`config.mk`:
```
export PLATFORM = sky130hd
export DESIGN_NAME = data_mem_responder
export DESIGN_NICKNAME = d
export VERILOG_FILES = /design/src/rtl/data_mem_responder.sv
export SDC_FILE = /design/constraint.sdc
export NUM_CORES = 2
export LEC_CHECK = 0
export ABC_AREA = 1
export CAP_MARGIN = 40
export CORE_UTILIZATION = 42
export CTS_BUF_LIST = sky130_fd_sc_hd__clkbuf_2 sky130_fd_sc_hd__clkbuf_4 sky130_fd_sc_hd__clkbuf_8
export DETAILED_ROUTE_END_ITERATION = 6
export SYNTH_ARGS = -nofsm -noshare
export SYNTH_HDL_FRONTEND = slang
export SYNTH_SLANG_ARGS = --single-unit
```
`constraint.sdc`:
```
create_clock -name CLK -period 5.6 [get_ports CLK]
set_input_delay 1.12 -clock CLK [delete_from_list [all_inputs] [get_ports CLK]]
set_output_delay 1.12 -clock CLK [all_outputs]
set_load 0.01 [all_outputs]
```
`src/rtl/data_mem_responder.sv`:
```
// Byte-serial 256x8 data memory responder for the memory stage.
// Accepts one byte/halfword/word request at a time, moves one byte per
// transfer slot of 1+WAIT_STATES cycles (big-endian, address wraps mod 256),
// and reports completion with a one-cycle DONE pulse.
//
// Handshake: a request is taken in IDLE when EN=1 and SIZE is legal; BUSY is
// high combinationally in that cycle and for the whole access, so the
// pipeline holds its request stable (or not - inputs are ignored once taken)
// until the cycle after DONE, which is the earliest next acceptance.
module data_mem_responder #(
  parameter int WAIT_STATES = 0
) (
  input  logic        CLK,
  input  logic        RST,
  input  logic        EN,
  input  logic        RW,
  input  logic [1:0]  SIZE,
  input  logic [7:0]  ADDR,
  input  logic [31:0] DI,
  output logic [31:0] DO,
  output logic        BUSY,
  output logic        DONE,
  output logic        ERR,
  output logic [1:0]  state_dbg
);

  typedef enum logic [1:0] {
    S_IDLE   = 2'd0,
    S_ACCESS = 2'd1,
    S_DONE   = 2'd2
  } state_t;

  localparam logic [2:0] WAIT_LAST = 3'(WAIT_STATES);

  state_t      state, state_nxt;
  logic [7:0]  mem [0:255];
  logic [7:0]  cur_addr;
  logic        rw_q;
  logic [1:0]  last_idx;
  logic [1:0]  byte_cnt;
  logic [2:0]  wait_cnt;
  logic [31:0] wdata;
  logic [23:0] rdata;
  logic        accept;
  logic        slot_end;
  logic        last_byte;
  logic [7:0]  rd_byte;

  assign accept    = (state == S_IDLE) && EN && (SIZE != 2'b11);
  assign slot_end  = (wait_cnt == WAIT_LAST);
  assign last_byte = (byte_cnt == last_idx);
  assign rd_byte   = mem[cur_addr];

  // State register: reset aborts any access in flight.
  always_ff @(posedge CLK or negedge RST) begin
    if (!RST) state <= S_IDLE;
    else      state <= state_nxt;
  end

  // Next-state: IDLE -> ACCESS on a legal request, ACCESS -> DONE after the
  // last byte's slot, DONE lasts exactly one cycle.
  always_comb begin
    state_nxt = state;
    case (state)
      S_IDLE:   if (accept) state_nxt = S_ACCESS;
      S_ACCESS: if (slot_end && last_byte) state_nxt = S_DONE;
      S_DONE:   state_nxt = S_IDLE;
      default:  state_nxt = S_IDLE;
    endcase
  end

  // FSM outputs: BUSY covers the accept cycle and the whole ACCESS phase.
  always_comb begin
    BUSY      = accept || (state == S_ACCESS);
    DONE      = (state == S_DONE);
    state_dbg = state;
  end

  // Datapath: latch the request, step slot/byte counters, shift data, load DO.
  always_ff @(posedge CLK or negedge RST) begin
    if (!RST) begin
      cur_addr <= 8'h0;
      rw_q     <= 1'b0;
      last_idx <= 2'd0;
      byte_cnt <= 2'd0;
      wait_cnt <= 3'd0;
      wdata    <= 32'h0;
      rdata    <= 24'h0;
      DO       <= 32'h0;
      ERR      <= 1'b0;
    end else begin
      ERR <= (state == S_IDLE) && EN && (SIZE == 2'b11);
      if (accept) begin
        cur_addr <= ADDR;
        rw_q     <= RW;
        byte_cnt <= 2'd0;
        wait_cnt <= 3'd0;
        rdata    <= 24'h0;
        // Left-align the store data so the next byte is always wdata[31:24].
        case (SIZE)
          2'b00:   begin last_idx <= 2'd0; wdata <= {DI[7:0], 24'h0};  end
          2'b01:   begin last_idx <= 2'd1; wdata <= {DI[15:0], 16'h0}; end
          default: begin last_idx <= 2'd3; wdata <= DI;                end
        endcase
      end else if (state == S_ACCESS) begin
        if (slot_end) begin
          wait_cnt <= 3'd0;
          byte_cnt <= byte_cnt + 2'd1;
          cur_addr <= cur_addr + 8'd1;
          wdata    <= {wdata[23:0], 8'h0};
          rdata    <= {rdata[15:0], rd_byte};
          // Upper bytes come out zero because rdata starts cleared.
          if (last_byte && !rw_q) DO <= {rdata, rd_byte};
        end else begin
          wait_cnt <= wait_cnt + 3'd1;
        end
      end
    end
  end

  // Storage: written on the last cycle of a slot; never cleared by reset.
  always_ff @(posedge CLK) begin
    if ((state == S_ACCESS) && slot_end && rw_q) mem[cur_addr] <= wdata[31:24];
  end

endmodule

```
-- After elaboration in Yosys (flattened, before gate mapping)
Memory sizes are Yosys's and may differ from the RTL's.
Cells that the tools add are included.
- mux-type cells: 22
- eq/ne operators: 8
- $add $sub $neg: 3
- reduce and logical (&&, ||, !) cells: 17
- bitwise gates (word level): 1
- operator list (kind ; number):
    32-bit two-way mux ; 3
    24-bit two-way mux ; 3
    32-bit one-hot mux with 2 select lines ; 1
    8-bit two-way mux ; 3
    2-bit two-way mux ; 5
    3-bit two-way mux ; 3
    8-bit by 1-bit adder with 8-bit output, second input constant ; 1
    2-bit one-hot mux with 2 select lines ; 2
    1-bit logical AND ; 7
    2-bit != test, second input constant ; 3
    2-bit by 1-bit equality test with 1-bit output, second input constant ; 2
    2-bit equality test, second input constant ; 2
    2-bit logical NOT ; 2
    2-bit AND reduction ; 2
    4-bit AND reduction ; 1
    2-bit nonzero test ; 2
    3-bit by 1-bit adder with 3-bit output, second input constant ; 1
    3-bit logical NOT ; 1
    2-bit by 1-bit adder with 2-bit output, second input constant ; 1
    2-bit equality test ; 1
    1-bit two-way mux ; 2
    1-bit logical NOT ; 1
    1-bit logical OR ; 1
    1-bit NOT ; 1
- bits of input ports: 46
- bits in registers: 107
- output and inout bits: 37
- memories: 1
- memory bits (writable): 2048
- logic and storage cells: 62
- memory list (name ; words ; width ; read ports ; clocked after Yosys merged registers in ; write ports ; line ; source):
    mem ; 256 ; 8 ; 1 ; 0 ; 1 ; 36 ; logic [7:0] mem [0:255];

-- Logic depth before layout (Yosys ltp)
- depth in word-level cells: 5
- gate-level depth with buffers: 19
- gate-level depth less buffers: 15

-- Least setup slack after synthesis
OpenSTA, ideal clock, no wires.
- path type: register -> register
- from: register wdata[31]
- to: memory mem[0][7] (data pin)
- arrival: 3.184 ns
- setup time: 0.804 ns
- slack: 1.613 ns
- buffers on the path: 0
- stages on the path, launching flop included: 1
- data required time: 4.796 ns
- clock period less this slack: 3.987 ns
- cells stage by stage: dfrtp_1
- RTL lines (what ; line ; source):
    from (decl) ; 42 ; logic [31:0] wdata;
    from (signal assigned) ; 110 ; wdata <= {wdata[23:0], 8'h0};
    to (decl) ; 36 ;
No word-level cell before the write port.

-- Worst setup path in the final report
- from: register wait_cnt[0]
- to: memory mem[203][0] (enable)
- cells in the longest elaborated chain, start to end: 5
- RTL lines (what ; line ; source):
    from (decl) ; 41 ; logic [2:0] wait_cnt;
    from (signal assigned) ; 115 ; wait_cnt <= wait_cnt + 3'd1;
    3-bit logical NOT ; 50 ; assign slot_end = (wait_cnt == WAIT_LAST);
    1-bit logical AND (2 in a row) ; 123 ; if ((state == S_ACCESS) && slot_end && rw_q) mem[cur_addr] <= wdata[31:24];
    1-bit two-way mux ; 123 ;
    1-bit two-way mux (implied by the code) ; 123 ;
No other way between the ends.

==> flow_metrics.tcl <==
set metrics [dict create \
    cp-end-kind "flip-flop" \
    die_area_um2 219900 \
    syn_avg_cell_area_um2 10.25 \
    rows 171 \
    via_count 62170 \
    grt_first_pass_wirelength_um 374200 \
    yosys_warnings 0 \
    portBuffers 82 \
    grt_antenna_before_repair 6 \
    crit_arrival_ps 5080 \
    min_period_ps 4431 \
    cts_sinks 2155 \
    grt_pass1_vias 60710 \
    synth_seq_area_share_pct 70.09 \
    min_path_type "reg -> reg" \
    io_pins 83 \
    gp_congestion 0.8694 \
    max-cap-violations 0 \
    die_h_um 468.9 \
    fin_crit_sh_pct 79.12 \
    antenna_left 0 \
    yosysTopAreaCell "edfxtp_1" \
    synthCells 8934 \
    drive_gt1_share_pct 7.653 \
    dp_hpwl_um 142400 \
    totalWireLength_um 250200 \
    tightest_slew_ps 1089 \
    clk_latency_ps 1100 \
    switching_share_pct 40.01 \
    intPower_mw 32.18 \
    cts_buffers 369 \
    finish.utilization_pct 47.18 \
    ys_types 33 \
    slew_violations 0 \
    max_freq_ghz 0.2257 \
    die_x_um 468.9 \
    post_drt_via_cell_ratio 5.111 \
    slowest_delay_ps 790 \
    core-area_um2 217000 \
    crit_fanout 16 \
    crit_slowest_cell "nor2_1" \
    cts.repair.resized 0 \
    clock_tree.root_cell "clkbuf_8" \
    placed_cell_area_um2 95390 \
    status "finished, violations left" \
    relSlewSlack_pct 27.39 \
    seqPwrFrac_pct 38.8 \
    synth_area_um2 91560 \
    hold_viol 0 \
    dp_cells 11520 \
    synthTopCellsByArea "edfxtp_1 67%, nand2_1 14%, nor2_1 3.8%" \
    fin_area_um2 102400 \
    p_clk_share_pct 25.5 \
    route.detailed.drc 2 \
    mappedNetlistNets 8986 \
    start_kind "flip-flop" \
    clock-skew-final_ps 89.31 \
    ys_ff_latch 2155 \
    finalSetupTns_ps 0 \
    grt_overflow 0 \
    initial_utilization_pct 42.20 \
    ir_drop_v 0.0006608 \
    comb_power_share_pct 35.8 \
    cp.required_ps 6250 \
    wire_per_inst_um 20.57 \
    grt_usage_pct 22.61 \
    clk_pin_slew_ps 60 \
    p_leak_nw 41.72 \
    first_iter_violations 6216 \
    grt_max_degree 209 \
    setup_viol 0 \
    syn2layout_area_growth_pct 11.79 \
    crit_top_cell "nor2_1" \
    nets 9085 \
    crit_buf_inv 3 \
    violations "DRC" \
    cts_buffer_depth 4 \
    design_power_total_mw 53.65 \
    cp_top_family "simple AND/OR/NAND/NOR gates" \
    fin_cells 12160 \
    crit_type "reg -> reg" \
    cts.htree.levels 5 \
    power_density_nw_per_um2 524.1 \
    cts_tree "built" \
    drt_first_pass_iters 7 \
    synth_top_area_share_pct 67.17 \
    rsz0062_at_grt "no" \
    switchingPower_mw 21.47 \
    path_cells "inv_1, ha_1, nand2_1, nor2_2, inv_1, nor2_1, inv_2, nor2_1, nand2_1, nor2_1" \
]
logic make-up after synthesis:
kind of cell	Yosys count	synth area share (%)
compound gates	673	3.837
xor+xnor	5	0.04783
fa+ha+maj	6	0.08199
buf+inv	1296	5.773
flops	2155	70.09
simple gates	4799	20.17
layout make-up:
class | count | area, um^2
clock buffer | 495 | 6118
tap | 2854 | 3571
clock inverter | 147 | 834.6
timing repair buffer | 194 | 2278
inverter | 830 | 3142
antenna | 5 | 12.51
sequential | 2155 | 64210
fill | 20010 | 114600
multi-input combinational | 5483 | 22190
repair_timing:
item | in CTS | in global routing
buffers inserted | 0 | 0
hold endpoints to repair | 30 | 0
hold buffers | 1 | 0
power groups by stage:
| stage | Clock (mW) | Sequential, mW | Combinational (mW) |
|---|---|---|---|
| after global placement | 0 | 21.5 | 18.3 |
| final | 13.7 | 20.8 | 19.2 |
| after global routing | 14.6 | 20.8 | 20.9 |
| after detailed placement | 0 | 21.1 | 19.1 |
| after CTS | 13.9 | 20.8 | 19.1 |
| after floorplan | 0 | 22.3 | 10.4 |
registers in the layout (all words and copies together), names as in the netlist:
register	cells
DO	32
ERR	1
byte_cnt	2
cur_addr	8
last_idx	2
mem	2048
rdata	24
rw_q	1
state_dbg	2
wait_cnt	3
wdata	32
worst min-delay path: cells and delay by family, from the launching register on:
kind / cells / cell delay (ps)
AO/OA/AOI/OAI: 1 / 60
flip-flops: 1 / 340
AND/OR/NAND/NOR: 1 / 50
worst paths after layout:
check                      slack (ps)         from  depth (start not counted)           to
min reg2reg                       490       DO[24]                          2       DO[24]
min                               490       DO[24]                          2       DO[24]
max reg2reg                      1170  wait_cnt[0]                         10  mem[203][0]
min in group asynchronous         530          RST                          2       DO[23]
max in group asynchronous        4110          RST                          3    wdata[27]
max                              1170  wait_cnt[0]                         10  mem[203][0]
metrics by stage:
| stage | worst slack (ps) | hold WS [ps] |
|---|---|---|
| final | 1169 | 488.0 |
| after global routing | 1008 | 516.8 |
| after CTS | 1243 | 444.9 |
| after detailed placement | 1265 | 471.2 |
| after global placement | 1304 | 469.7 |
| after floorplan | 1613 | 448.9 |
metal layers:
layer  global-route usage (%)  vias up  share of wire, %
met1                    30.77    30110                43
met2                    36.16     2408                47
met3                    4.356      406               7.9
met5                        0        -                 0
li1                         -    29250                 -
met4                    7.962        0               3.0
cells in the final DEF (no fill, tap or decap), drive strengths merged, types with 6 or more instances in the layout:
cell and n:
a22oi 11, clkbuf 495, o221ai 11, inv 832, o22ai 23, edfxtp 2048
ha 6, o21ai 599, nand3 351, dfrtp 107, clkinv 134, bufinv 7
nor2 931, a21oi 10, nand2 3510, buf 112, o211ai 8, clkdlybuf4s50 81
Yosys cell counts (all sizes together):
cell and count:
nand2 3510, edfxtp 2048, nor2 931, inv 827, o21ai 599, nand3 351, buf 234, clkbuf 232
dfrtp 107, o22ai 23, a22oi 11, o221ai 11, a21oi 10, o211ai 8, ha 6, a31oi 5
a221oi 4, nor3 4, xor2 4, clkinv 3, nand4 2, o21a 1, o311ai 1, or3 1
xnor2 1
No activity file was read; power rests on OpenSTA's default activity.
